<file path="src/rtl/stream_demux_1ton.sv">
// -----------------------------------------------------------------------------
// stream_demux_1ton
//
// Registered 1-to-N stream demultiplexer. One valid/ready packet stream from a
// shared producer is routed, packet by packet, to one of N_OUT valid/ready
// consumers. The destination is taken from in_sel on the first beat of each
// packet and held until the beat carrying in_last. Packets whose first beat
// names a non-existent channel are swallowed whole and flagged on drop_pulse.
//
// A single hold register sits between input and outputs, so every accepted
// beat appears on the outputs exactly one cycle later and there is no
// combinational path from any input to out_valid/out_data/out_last.
//
// Handshake: a beat transfers on any rising clk edge where valid && ready are
// both high. Once out_valid[k] is raised it stays high, with out_data/out_last
// unchanged, until out_ready[k] is seen high; valid never waits on ready.
//
// Ports
//   clk        in   1        rising-edge clock
//   rst_n      in   1        asynchronous active-low reset
//   in_valid   in   1        input beat valid
//   in_ready   out  1        input beat accepted when in_valid && in_ready
//   in_data    in   DATA_W   input payload
//   in_last    in   1        final beat of packet
//   in_sel     in   SEL_W    destination channel, sampled on first beat only
//   out_valid  out  N_OUT    one-hot or zero, bit k = beat valid for channel k
//   out_ready  in   N_OUT    per-channel consumer ready
//   out_data   out  DATA_W   shared payload bus, qualified by out_valid
//   out_last   out  1        last flag of the held beat
//   drop_pulse out  1        1-cycle pulse after a first beat with illegal in_sel
//   dbg_state  out  2        packet-framing FSM state (IDLE/BUSY/DROP)
// -----------------------------------------------------------------------------
module stream_demux_1ton #(
    parameter int DATA_W = 8,
    parameter int N_OUT  = 4,
    parameter int SEL_W  = 2
) (
    input  logic              clk,
    input  logic              rst_n,
    input  logic              in_valid,
    output logic              in_ready,
    input  logic [DATA_W-1:0] in_data,
    input  logic              in_last,
    input  logic [SEL_W-1:0]  in_sel,
    output logic [N_OUT-1:0]  out_valid,
    input  logic [N_OUT-1:0]  out_ready,
    output logic [DATA_W-1:0] out_data,
    output logic              out_last,
    output logic              drop_pulse,
    output logic [1:0]        dbg_state
);

    localparam logic [1:0] ST_IDLE = 2'd0;
    localparam logic [1:0] ST_BUSY = 2'd1;
    localparam logic [1:0] ST_DROP = 2'd2;

    // One extra bit so N_OUT == 2**SEL_W still compares correctly.
    localparam logic [SEL_W:0] N_OUT_C = (SEL_W + 1)'(N_OUT);

    logic [1:0]        state_q,     state_d;
    logic [SEL_W-1:0]  route_q,     route_d;
    logic              hold_full_q, hold_full_d;
    logic [DATA_W-1:0] hold_data_q, hold_data_d;
    logic              hold_last_q, hold_last_d;
    logic [SEL_W-1:0]  hold_dest_q, hold_dest_d;
    logic              drop_q,      drop_d;

    logic first_beat;
    logic sel_illegal;
    logic discard;
    logic drain;
    logic accept;
    logic load;

    // Output decode works purely from registered state.
    always_comb begin
        out_valid = '0;
        for (int k = 0; k < N_OUT; k++) begin
            out_valid[k] = hold_full_q && (hold_dest_q == SEL_W'(k));
        end
    end

    assign out_data   = hold_data_q;
    assign out_last   = hold_last_q;
    assign drop_pulse = drop_q;
    assign dbg_state  = state_q;

    assign first_beat  = (state_q == ST_IDLE);
    assign sel_illegal = ({1'b0, in_sel} >= N_OUT_C);

    // Beats that will be thrown away never need the hold register, so they
    // are accepted even while a beat for some channel is stalled.
    assign discard = (state_q == ST_DROP) || (first_beat && sel_illegal);

    // Only the channel currently addressed by the hold register can drain it;
    // out_valid is zero for every other channel so their ready is ignored.
    assign drain    = |(out_valid & out_ready);
    assign in_ready = discard || !hold_full_q || drain;
    assign accept   = in_valid && in_ready;
    assign load     = accept && !discard;

    always_comb begin
        state_d     = state_q;
        route_d     = route_q;
        hold_full_d = hold_full_q;
        hold_data_d = hold_data_q;
        hold_last_d = hold_last_q;
        hold_dest_d = hold_dest_q;
        drop_d      = 1'b0;

        if (drain) begin
            hold_full_d = 1'b0;
        end

        // A load in the same cycle as a drain simply overwrites: no bubble.
        if (load) begin
            hold_full_d = 1'b1;
            hold_data_d = in_data;
            hold_last_d = in_last;
            hold_dest_d = first_beat ? in_sel : route_q;
        end

        if (accept) begin
            case (state_q)
                ST_IDLE: begin
                    route_d = in_sel;
                    if (sel_illegal) begin
                        drop_d = 1'b1;
                        if (!in_last) begin
                            state_d = ST_DROP;
                        end
                    end else if (!in_last) begin
                        state_d = ST_BUSY;
                    end
                end
                ST_BUSY, ST_DROP: begin
                    if (in_last) begin
                        state_d = ST_IDLE;
                    end
                end
                default: begin
                    state_d = ST_IDLE;
                end
            endcase
        end else if (state_q != ST_IDLE && state_q != ST_BUSY && state_q != ST_DROP) begin
            // Unused encoding: recover to IDLE.
            state_d = ST_IDLE;
        end
    end

    always_ff @(posedge clk or negedge rst_n) begin
        if (!rst_n) begin
            state_q     <= ST_IDLE;
            route_q     <= '0;
            hold_full_q <= 1'b0;
            hold_data_q <= '0;
            hold_last_q <= 1'b0;
            hold_dest_q <= '0;
            drop_q      <= 1'b0;
        end else begin
            state_q     <= state_d;
            route_q     <= route_d;
            hold_full_q <= hold_full_d;
            hold_data_q <= hold_data_d;
            hold_last_q <= hold_last_d;
            hold_dest_q <= hold_dest_d;
            drop_q      <= drop_d;
        end
    end

endmodule

</file>
<file path="config.mk">
export PLATFORM = sky130hd
export DESIGN_NAME = stream_demux_1ton
export DESIGN_NICKNAME = d
export VERILOG_FILES = /design/src/rtl/stream_demux_1ton.sv
export SDC_FILE = /design/constraint.sdc
export NUM_CORES = 1
export LEC_CHECK = 0
export CAP_MARGIN = 40
export CORE_MARGIN = 2
export CORE_UTILIZATION = 39
export DETAILED_ROUTE_END_ITERATION = 16
export HOLD_SLACK_MARGIN = 0.05
export PLACE_DENSITY = 0.81
export SETUP_SLACK_MARGIN = 0.15
export SYNTH_ARGS = -nofsm -noshare
export SYNTH_HDL_FRONTEND = slang
export SYNTH_SLANG_ARGS = --single-unit
</file>
<file path="constraint.sdc">
create_clock -name clk -period 2.2 [get_ports clk]
set_input_delay 0.22 -clock clk [delete_from_list [all_inputs] [get_ports clk]]
set_output_delay 0.22 -clock clk [all_outputs]
set_load 0.02 [all_outputs]
</file>
==> reports/metrics.yaml, run 1 <==
yosys:
  netlist.area_leader.share_pct: 51.5
  yosysSeqAreaShare_pct: 51.5
  ys.flop_type: "dfrtp_1"
  synthArstFlopShare_pct: 100
  ys_warn_count: 0
  synth_area_per_cell_sq_um: 14.4
  synth_seq_cells: 13
  yosysTopAreaCell: "dfrtp_1"
  synth_most_common_cell: "dfrtp_1"
  netlist_instances: 44
  synthesis.area_sq_um: 632
  synth_cell_types: 18
  synthTopCellsByArea: "dfrtp_1 (51%), mux2_4 (21%), mux2i_1 (4.8%)"
  synth_commonest_cells: "dfrtp_1 (13), mux2_4 (9), mux2i_1 (3)"
  synth_edf_count: 0
critical_path:
  critical_path_required_ns: 1.98
  crit_arrival_ns: 1.73
  cpPeakStageDelay_ns: 0.59
  crit_path_cell_trace: "nor2b_1 -> and2_2 -> clkdlybuf4s50_1"
  start_kind: "flop"
  cp_max_fo: 5
  worst_path_max_delay_cell: "clkdlybuf4s50_1"
  crit_type: "flop to output pin"
  endpoint_kind: "output pin"
floorplan:
  start_util_pct: 41.9
  placementRows: 14
  core_sq_mm: 0.00151
  die_area_sq_mm: 0.00196
  io_pins: 35
  die_height_um: 44.3
  fp.dieW_um: 44.3
route:
  wl_per_cell_um: 13.1
  wl_um: 1230
  route.detailed.drc: 0
  ant_nets: 0
  num_vias: 460
  vias_per_cell: 4.89
  first_iter_violations: 2
  first_pass_iters: 2
finish:
  fin_nets: 97
  drive_gt1_share_pct: 20.5
  num_antenna_cells: 0
  area.growth.synth_to_final_pct: 54.9
  final_area_sq_um: 978
timing:
  tightest_slew_ns: 0.639
  slew_violations: 0
  finalHoldViolCount: 0
  fin_crit_ns: 1.95
  max_freq_mhz: 512
  hold_slack_ns: 0.287
  timing.final.crit_share_pct: 88.7
  setup_tns_ns: 0
  timing.final.ws_setup_ns: 0.248
  relSlewSlack_pct: 57.4
  finalSetupViolCount: 0
  rsz0062_at_grt: "false"
  finClkSkew_ns: 0.00425
power_and_ir_drop:
  internal_power_w: 0.000878
  powerDensity_mw_per_mm2: 1410
  p_comb_share_pct: 57.2
  pwr-share-clk_pct: 10.9
  p_sw_w: 0.000503
  switching_share_pct: 36.4
  ir_drop_uv: 668
  p_leak_nw: 0.453
  seqPwrFrac_pct: 31.9
job:
  max_cap_viol_count: 0
cts:
  clock_sinks: 13
  cts_root_buf: "clkbuf_4"
  clkTransAtPathRegs_ns: 0.08
  clk_path_buf_depth: 2
  cts_buffers: 3
  cts_tree: "built"
  post-cts-setup-buffers: 0
  clk_latency_ns: 0.28
  h-tree-depth: 1
worst_hold_path:
  hold_class: "primary input to asynchronous set/reset pin"
global_route:
  track_usage_pct: 13.6
  grt-ovfl-total: 0
  grt_max_degree: 14
  antenna_found_initial: 0
  grt_pass1_wl_um: 1920
  grt_pass1_vias: 432
place:
  hpwlAfterDp_um: 975
  port_buffers: 32
  post-place-ws_ns: 0.253
  gp_congestion: 0.731
  placed_cell_area_sq_um: 950
run_status:
  status: "finished, final reports clean"
final cells by class:
cell class              count  area (sq um)
well taps                  16          20.0
repair buffers             32           323
flip-flops and latches     13           325
fillers                   133           528
multi-input cells          27           277
clock buffers               4          26.3
inverters                   2          7.51
cell families after synthesis:
logic type | share of synthesized area [%]
compound gates | 4.16
buf+inv | 5.35
flops | 51.5
mux | 29.7
other cells | 0.593
simple gates | 8.72
worst paths after layout:
kind,start,end,slack (ns),depth (start not counted)
max,route_q[1],out_valid[1],0.25,3
min,rst_n,out_data[5],0.29,1
max reg2reg,route_q[0],out_data[6],0.34,3
min reg2reg,out_data[1],out_data[1],0.52,1
max in group asynchronous,rst_n,hold_full_q,1.55,1
min in group clk,out_data[1],out_data[1],0.52,1
per-layer routing:
metal  GRT usage, %  part of all wire [%]
met5              0                     0
met4           7.27                   2.3
met3           2.45                   3.0
met2           22.9                    53
met1           16.5                    42
critical path, delay by kind of cell (launching register included):
kind / cells / cell delay [ns]
buffers and inverters: 1 / 0.59
DFF: 1 / 0.40
and+or+nand+nor: 2 / 0.46
layout by cell type, fill, tap and decap left out, drive strengths merged, types with 2 or more instances in the layout:
cell type / count
conb: 2
clkbuf: 4
inv: 2
mux2i: 3
mux2: 11
and2b: 2
and2: 2
dfrtp: 13
clkdlybuf4s50: 31
what timing repair did:
| item | CTS | global route |
|---|---|---|
| hold buffers | 0 | 0 |
| resized for setup | 0 | 1 |
| setup endpoints to repair | 0 | 1 |
metrics by stage:
step,cells,utilization [%],power (W)
3_3_place_gp,90,63.0,0.00123
6_report,94,65.0,0.00138
5_1_grt,94,65.0,0.00145
4_1_cts,94,64.8,0.00139
3_5_place_dp,90,63.0,0.00124
2_1_floorplan,45,-,0.000908
sequential cells by signal, summed over array words and instances (netlist names):
register	flops
out_data	8
route_q	2
dbg_state	1
hold_full_q	1
out_last	1
power groups by stage:
stage	combinational, W	sequential (W)	clock, W
after floorplan	0.000363	0.000545	0
after global placement	0.000788	0.000440	0
after detailed placement	0.000801	0.000442	0
after CTS	0.000799	0.000441	0.000149
after global routing	0.000833	0.000459	0.000160
final	0.000790	0.000440	0.000150
(Power assumes the default switching activity.)
==> run 2, diff against run 1 <==
==> constraint.sdc (replaced) <==
create_clock -name clk -period 2.2 [get_ports clk]
set_input_delay 0.44 -clock clk [delete_from_list [all_inputs] [get_ports clk]]
set_output_delay 0.44 -clock clk [all_outputs]
set_load 0.02 [all_outputs]
==> run 2 against run 1 <==
Net effect: clock-buffer cell count did not move; fmax rose by 1.2%; non-clock buffer count rose by 3; flip-flop and latch count did not move; sequential power fell by 2%; first-iteration DRC count did not move; register-to-register slack improved by 0.17 ns; global-route usage fell by 0.51 points; routed wire length fell by 5.0%; critical path type unchanged; critical endpoint is now out_valid[3].
==> reports/metrics.yaml, run 2 (same netlist as run 1, synthesis figures left out) <==
cts:
  clk_path_buf_depth: 2  # unchanged
  clk_latency_ns: 0.26  # was 0.28 ns
  cts_tree: "built"  # unchanged
  clock_sinks: 13  # unchanged
  clkTransAtPathRegs_ns: 0.07  # was 0.08 ns
  cts_buffers: 3  # unchanged
  h-tree-depth: 1  # unchanged
  cts_root_buf: "clkbuf_4"  # unchanged
critical_path:
  endpoint_kind: "output pin"  # unchanged
  crit_arrival_ns: 1.49  # was 1.73 ns
  cpPeakStageDelay_ns: 0.59  # about the same
  crit_type: "flop to output pin"  # unchanged
  crit_buf_inv: 1  # unchanged
  cp_max_fo: 7  # was 5
  worst_path_max_delay_cell: "clkdlybuf4s50_1"  # unchanged
  critical_path_required_ns: 1.76  # was 1.98 ns
  rrSetupSlack_ns: 0.51  # was 0.34 ns
  crit_path_cell_trace: "and3_2 -> clkdlybuf4s50_1"  # was nor2b_1 -> and2_2 -> clkdlybuf4s50_1
  start_kind: "flop"  # unchanged
  r2r-end: "out_data[3]"  # was out_data[6]
  cp_top_family: "buffers and inverters"  # unchanged
  r2r-start: "route_q[0]"  # unchanged
  reg2regPathDepth: 5  # was 3
global_route:
  track_usage_pct: 13.1  # was 13.6%
  grt-ovfl-total: 0  # unchanged
  grt_pass1_wl_um: 1850  # was 1920 um
  grt_max_degree: 14  # unchanged
  antenna_found_initial: 0  # unchanged
  grt_pass1_vias: 400  # was 432
power_and_ir_drop:
  power.total_w: 0.00137  # was 0.00138 W
  p_sw_w: 0.000494  # was 0.000503 W
  ir_drop_uv: 622  # was 668 uV
  p_leak_nw: 0.486  # was 0.453 nW
  p_comb_share_pct: 58.1  # was 57.2%
  seqPwrFrac_pct: 31.6  # was 31.9%
  powerDensity_mw_per_mm2: 1380  # was 1410 mW/mm^2
  internal_power_w: 0.000877  # was 0.000878 W
  switching_share_pct: 36.0  # was 36.4%
  pwr-share-clk_pct: 10.3  # was 10.9%
place:
  placed_cell_area_sq_um: 972  # was 950 sq um
  gp_congestion: 0.701  # was 0.731
  dp_cells: 93  # was 90
  port_buffers: 32  # unchanged
timing:
  tightest_slew_ns: 0.555  # was 0.639 ns
  relSlewSlack_pct: 62.9  # was 57.4%
  finalSetupViolCount: 0  # unchanged
  setup_tns_ns: 0  # unchanged
  finalHoldViolCount: 0  # unchanged
  timing.final.crit_share_pct: 87.7  # was 88.7%
  rsz0062_at_grt: "false"  # unchanged
  fin_crit_ns: 1.93  # was 1.95 ns
  finClkSkew_ns: 0.00218  # was 0.00425 ns
  max_freq_mhz: 518  # was 512 MHz
  slew_violations: 0  # unchanged
finish:
  drive_gt1_share_pct: 25.9  # was 20.5%
  final_area_sq_um: 996  # was 978 sq um
  layout_commonest_cell: "clkdlybuf4s50_1"  # unchanged
  fin_cells: 97  # was 94
  multi_input_area_sq_um: 279  # was 277 sq um
  regArea_sq_um: 325  # unchanged
  area.growth.synth_to_final_pct: 57.6  # was 54.9%
  largest_reg_flops: 8  # unchanged
  fin_nets: 100  # was 97
  num_antenna_cells: 0  # unchanged
  fillers: 131  # was 133
  mostFrequentLayoutCells: "clkdlybuf4s50_1 (28), dfrtp_1 (13), mux2_4 (9)"  # was clkdlybuf4s50_1 (31), dfrtp_1 (13), mux2_4 (9)
job:
  max_cap_viol_count: 0  # unchanged
route:
  route.detailed.drc: 0  # unchanged
  num_vias: 447  # was 460
  wl_per_cell_um: 12.1  # was 13.1 um
  first_pass_iters: 2  # unchanged
  vias_per_cell: 4.61  # was 4.89
  first_iter_violations: 2  # unchanged
  ant_nets: 0  # unchanged
  wl_um: 1170  # was 1230 um
floorplan:
  fp.dieW_um: 44.3  # unchanged
  die_area_sq_mm: 0.00196  # unchanged
  placementRows: 14  # unchanged
  start_util_pct: 41.9  # unchanged
  core_sq_mm: 0.00151  # unchanged
  io_pins: 35  # unchanged
  die_height_um: 44.3  # unchanged
worst_hold_path:
  hold_end: "out_data[4]"
  hp-start: "out_data[4]"
  hold_depth: 1
  hold_class: "flop to flop"  # was primary input to asynchronous set/reset pin
run_status:
  status: "finished, final reports clean"  # unchanged
[run 2: cell count changes in the layout (fill, tap and decap cells not counted)]
cell and change:
buf_4 +3, clkdlybuf4s50_1 -3, dlygate4sd2_1 +2, clkbuf_2 +1
nor2b_1 -1, nor2b_2 +1
[run 2: cell type report]
class                      count  area share [%]
clock buffer                   4            2.64
inverter                       2           0.754
multi-input combinational     27            28.0
sequential                    13            32.7
tap                           16            2.01
timing repair buffer          35            33.9
[run 2: timing repair]
| action | 4_1_cts | 5_1_grt |
|---|---|---|
| endpoints found under the setup margin | 3 | 2 |
| setup buffers | 0 | 0 |
| hold endpoints to repair | 0 | 0 |
| gates resized for setup | 4 | 3 |
| hold buffers | 0 | 0 |
[run 2: power groups by stage]
stage	sequential [W]	combinational (W)	clock [W]
3_5_place_dp	0.000439	0.000825	0
3_3_place_gp	0.000435	0.000814	0
5_1_grt	0.000458	0.000840	0.000164
6_report	0.000433	0.000796	0.000141
4_1_cts	0.000438	0.000810	0.000147
2_1_floorplan	0.000545	0.000363	0
[run 2: through the flow]
step	worst slack (ns)	utilization [%]	hold slack [ns]
finish	0.271	66.1	0.511
global route	0.169	66.1	0.537
CTS	0.138	66.2	0.516
detailed placement	-0.0999	64.5	0.490
global placement	-0.0696	64.5	0.490
floorplan	0.708	-	0.144
[run 2: worst max-delay path by stage]
stage,slack (ns),depth (start not counted),endpoint,startpoint
2_1_floorplan,0.71,4,out_data[0],route_q[0]
3_3_place_gp,-0.07,4,in_ready,out_ready[1]
3_5_place_dp,-0.1,4,in_ready,out_ready[0]
4_1_cts,0.14,3,out_valid[2],route_q[1]
5_1_grt,0.17,2,out_valid[3],route_q[0]
6_report,0.27,2,out_valid[3],route_q[0]
[run 2: per-layer routing]
metal	routed length [um]	vias to the layer above	global-route usage [%]
li1	-	224	-
met5	0	-	0
met3	57	0	4.90
met4	0	0	3.64
met1	498	210	17.0
met2	615	13	20.6
==> run 3, diff against run 2 <==
--- a/config.mk
+++ b/config.mk
@@ -5,6 +5,7 @@
 export SDC_FILE = /design/constraint.sdc
 export NUM_CORES = 1
 export LEC_CHECK = 0
+export ABC_AREA = 1
 export CAP_MARGIN = 40
 export CORE_MARGIN = 2
 export CORE_UTILIZATION = 39
==> run 3 against run 2 <==
Net effect: worst setup slack worse by 0.048 ns; final cell count rose by 32%; combinational power fell by 1%; critical path type is now primary input to output pin; die area fell by 1.1%; register-to-register slack improved by 0.23 ns; first-iteration DRC count grew to 4.0 times the previous value; via count grew 38%; hold slack got worse by 0.032 ns; highest routed layer is now met4.
==> reports/metrics.yaml, run 3 <==
yosys:
  netlist_instances: 78  # was 44
  synth_commonest_cells: "nand2_1 (26), dfrtp_1 (13), nand3_1 (12)"  # was dfrtp_1 (13), mux2_4 (9), mux2i_1 (3)
  synthesis.area_sq_um: 624  # was 632 sq um
  ys_warn_count: 0  # unchanged
  synth_edf_count: 0  # unchanged
  ys.flop_type: "dfrtp_1"  # unchanged
  synth_most_common_cell: "nand2_1"  # was dfrtp_1
  synth_area_per_cell_sq_um: 8.00  # was 14.4 sq um
  netlist.area_leader.share_pct: 52.1  # was 51.5%
  synthTopCellsByArea: "dfrtp_1 (52%), nand2_1 (16%), nand3_1 (9.6%)"  # was dfrtp_1 (51%), mux2_4 (21%), mux2i_1 (4.8%)
  synth_seq_cells: 13  # unchanged
  yosysSeqAreaShare_pct: 52.1  # was 51.5%
  yosysTopAreaCell: "dfrtp_1"  # unchanged
  synthArstFlopShare_pct: 100  # unchanged
  synth_cell_types: 15  # was 18
critical_path:
  cp_max_fo: 2  # was 7
  crit_arrival_ns: 1.54  # was 1.49 ns
  start_kind: "primary input"  # was flop
  endpoint_kind: "output pin"  # unchanged
  critical_path_required_ns: 1.76  # about the same
  crit_type: "primary input to output pin"  # was flop to output pin
floorplan:
  fp.dieW_um: 44.0  # was 44.3 um
  core_sq_mm: 0.00151  # unchanged
  die_height_um: 44.0  # was 44.3 um
  die_area_sq_mm: 0.00194  # was 0.00196 sq mm
  start_util_pct: 41.4  # was 41.9%
  placementRows: 14  # unchanged
  io_pins: 35  # unchanged
worst_hold_path:
  hold_class: "flop to flop"  # unchanged
cts:
  clock_sinks: 13  # unchanged
  clkTransAtPathRegs_ns: 0.07  # about the same
  h-tree-depth: 1  # unchanged
  clk_latency_ns: 0.27  # was 0.26 ns
  cts_tree: "built"  # unchanged
  clk_path_buf_depth: 2  # unchanged
  cts_root_buf: "clkbuf_4"  # unchanged
  cts_buffers: 3  # unchanged
route:
  wl_per_cell_um: 11.0  # was 12.1 um
  wl_um: 1410  # was 1170 um
  ant_nets: 0  # unchanged
  vias_per_cell: 4.83  # was 4.61
  first_iter_violations: 8  # was 2
  first_pass_iters: 4  # was 2
  route.detailed.drc: 0  # unchanged
  num_vias: 618  # was 447
power_and_ir_drop:
  seqPwrFrac_pct: 32.4  # was 31.6%
  ir_drop_uv: 698  # was 622 uV
  power.total_w: 0.00137  # about the same
  switching_share_pct: 43.5  # was 36.0%
  pwr-share-clk_pct: 10.4  # was 10.3%
  p_sw_w: 0.000597  # was 0.000494 W
  powerDensity_mw_per_mm2: 1400  # was 1380 mW/mm^2
  internal_power_w: 0.000774  # was 0.000877 W
  p_leak_nw: 0.528  # was 0.486 nW
  p_comb_share_pct: 57.2  # was 58.1%
timing:
  max_freq_mhz: 506  # was 518 MHz
  finalSetupViolCount: 0  # unchanged
  timing.final.crit_share_pct: 89.9  # was 87.7%
  finClkSkew_ns: 0.00212  # was 0.00218 ns
  slew_violations: 0  # unchanged
  rsz0062_at_grt: "false"  # unchanged
  fin_crit_ns: 1.98  # was 1.93 ns
  tightest_slew_ns: 0.566  # was 0.555 ns
  finalHoldViolCount: 0  # unchanged
  hold_slack_ns: 0.479  # was 0.511 ns
  relSlewSlack_pct: 62.1  # was 62.9%
place:
  gp_congestion: 0.745  # was 0.701
  port_buffers: 32  # unchanged
  placed_cell_area_sq_um: 945  # was 972 sq um
  hpwlAfterDp_um: 1090
global_route:
  track_usage_pct: 16.8  # was 13.1%
  grt-ovfl-total: 0  # unchanged
  grt_pass1_vias: 627  # was 400
  grt_max_degree: 15  # was 14
  grt_pass1_wl_um: 2410  # was 1850 um
  antenna_found_initial: 0  # unchanged
finish:
  drive_gt1_share_pct: 8.04  # was 25.9%
  final_area_sq_um: 978  # was 996 sq um
  mostFrequentLayoutCells: "clkdlybuf4s50_1 (28), nand2_1 (26), nand3_1 (12), dfrtp_1 (12), inv_1 (7)"  # was clkdlybuf4s50_1 (28), dfrtp_1 (13), mux2_4 (9)
  fin_nets: 131  # was 100
  num_antenna_cells: 0  # unchanged
  largest_reg_flops: 8  # unchanged
  area.growth.synth_to_final_pct: 56.7  # was 57.6%
  layout_commonest_cell: "clkdlybuf4s50_1"  # unchanged
run_status:
  status: "finished, final reports clean"  # unchanged
job:
  max_cap_viol_count: 0  # unchanged
run 3: what timing repair did:
action | CTS | global route
endpoints found under the setup margin | 1 | 4
gates resized for setup | 1 | 4
hold buffers | 0 | 0
setup buffers | 0 | 0
run 3: final cells by class:
class,instances,area (sq um)
clock buffer,4,26.3
fill,141,528
multi-input combinational,53,234
sequential,13,327
inverter,8,30.0
timing repair buffer,34,342
tap,16,20.0
run 3: path summary, 6_finish.rpt:
kind / startpoint / to / slack (ns) / depth (start not counted)
hold / removal: out_data[4] / out_data[4] / 0.48 / 2
setup / recovery: out_ready[2] / in_ready / 0.22 / 6
hold reg to reg: out_data[4] / out_data[4] / 0.48 / 2
min in group asynchronous: rst_n / out_last / 0.53 / 1
setup reg to reg: route_q[1] / dbg_state[0] / 0.74 / 9
max in group asynchronous: rst_n / route_q[0] / 1.27 / 1
run 3: metrics by stage:
stage / TNS [ns] / worst slack, ns / instances / utilization, %
CTS: 0 / 0.186 / 128 / 64.4
finish: 0 / 0.223 / 128 / 65.0
floorplan: 0 / 0.795 / 79 / -
global route: 0 / 0.150 / 128 / 65.0
global placement: -0.0550 / -0.0550 / 124 / 62.7
detailed placement: -0.0401 / -0.0401 / 124 / 62.7
run 3: power by group through the flow:
stage / registers [W] / logic (W) / clock network (W)
after global placement: 0.000443 / 0.000793 / 0
after floorplan: 0.000545 / 0.000358 / 0
final: 0.000444 / 0.000785 / 0.000142
after detailed placement: 0.000445 / 0.000808 / 0
after global routing: 0.000460 / 0.000865 / 0.000158
after CTS: 0.000444 / 0.000801 / 0.000148
run 3: metal layers:
layer | wire length, um | part of all wire (%) | track usage (%)
met5 | 0 | 0 | 0
met4 | 17 | 1.2 | 7.27
met3 | 123 | 8.7 | 4.90
met2 | 693 | 49 | 29.4
met1 | 581 | 41 | 18.9
run 3: logic make-up after synthesis:
| logic type | after synthesis | synth area share, % |
|---|---|---|
| other cells | 1 | 0.601 |
| simple gates | 49 | 34.3 |
| compound gates | 2 | 2.00 |
| flops | 13 | 52.1 |
| buf+inv | 13 | 11.0 |
run 3: critical path, cell delays in order:
cell,delay [ns]
clkdlybuf4s50_1,0.47
nand4_1,0.10
nand2_1,0.08
inv_1,0.04
nand2_2,0.06
dlygate4sd2_1,0.35
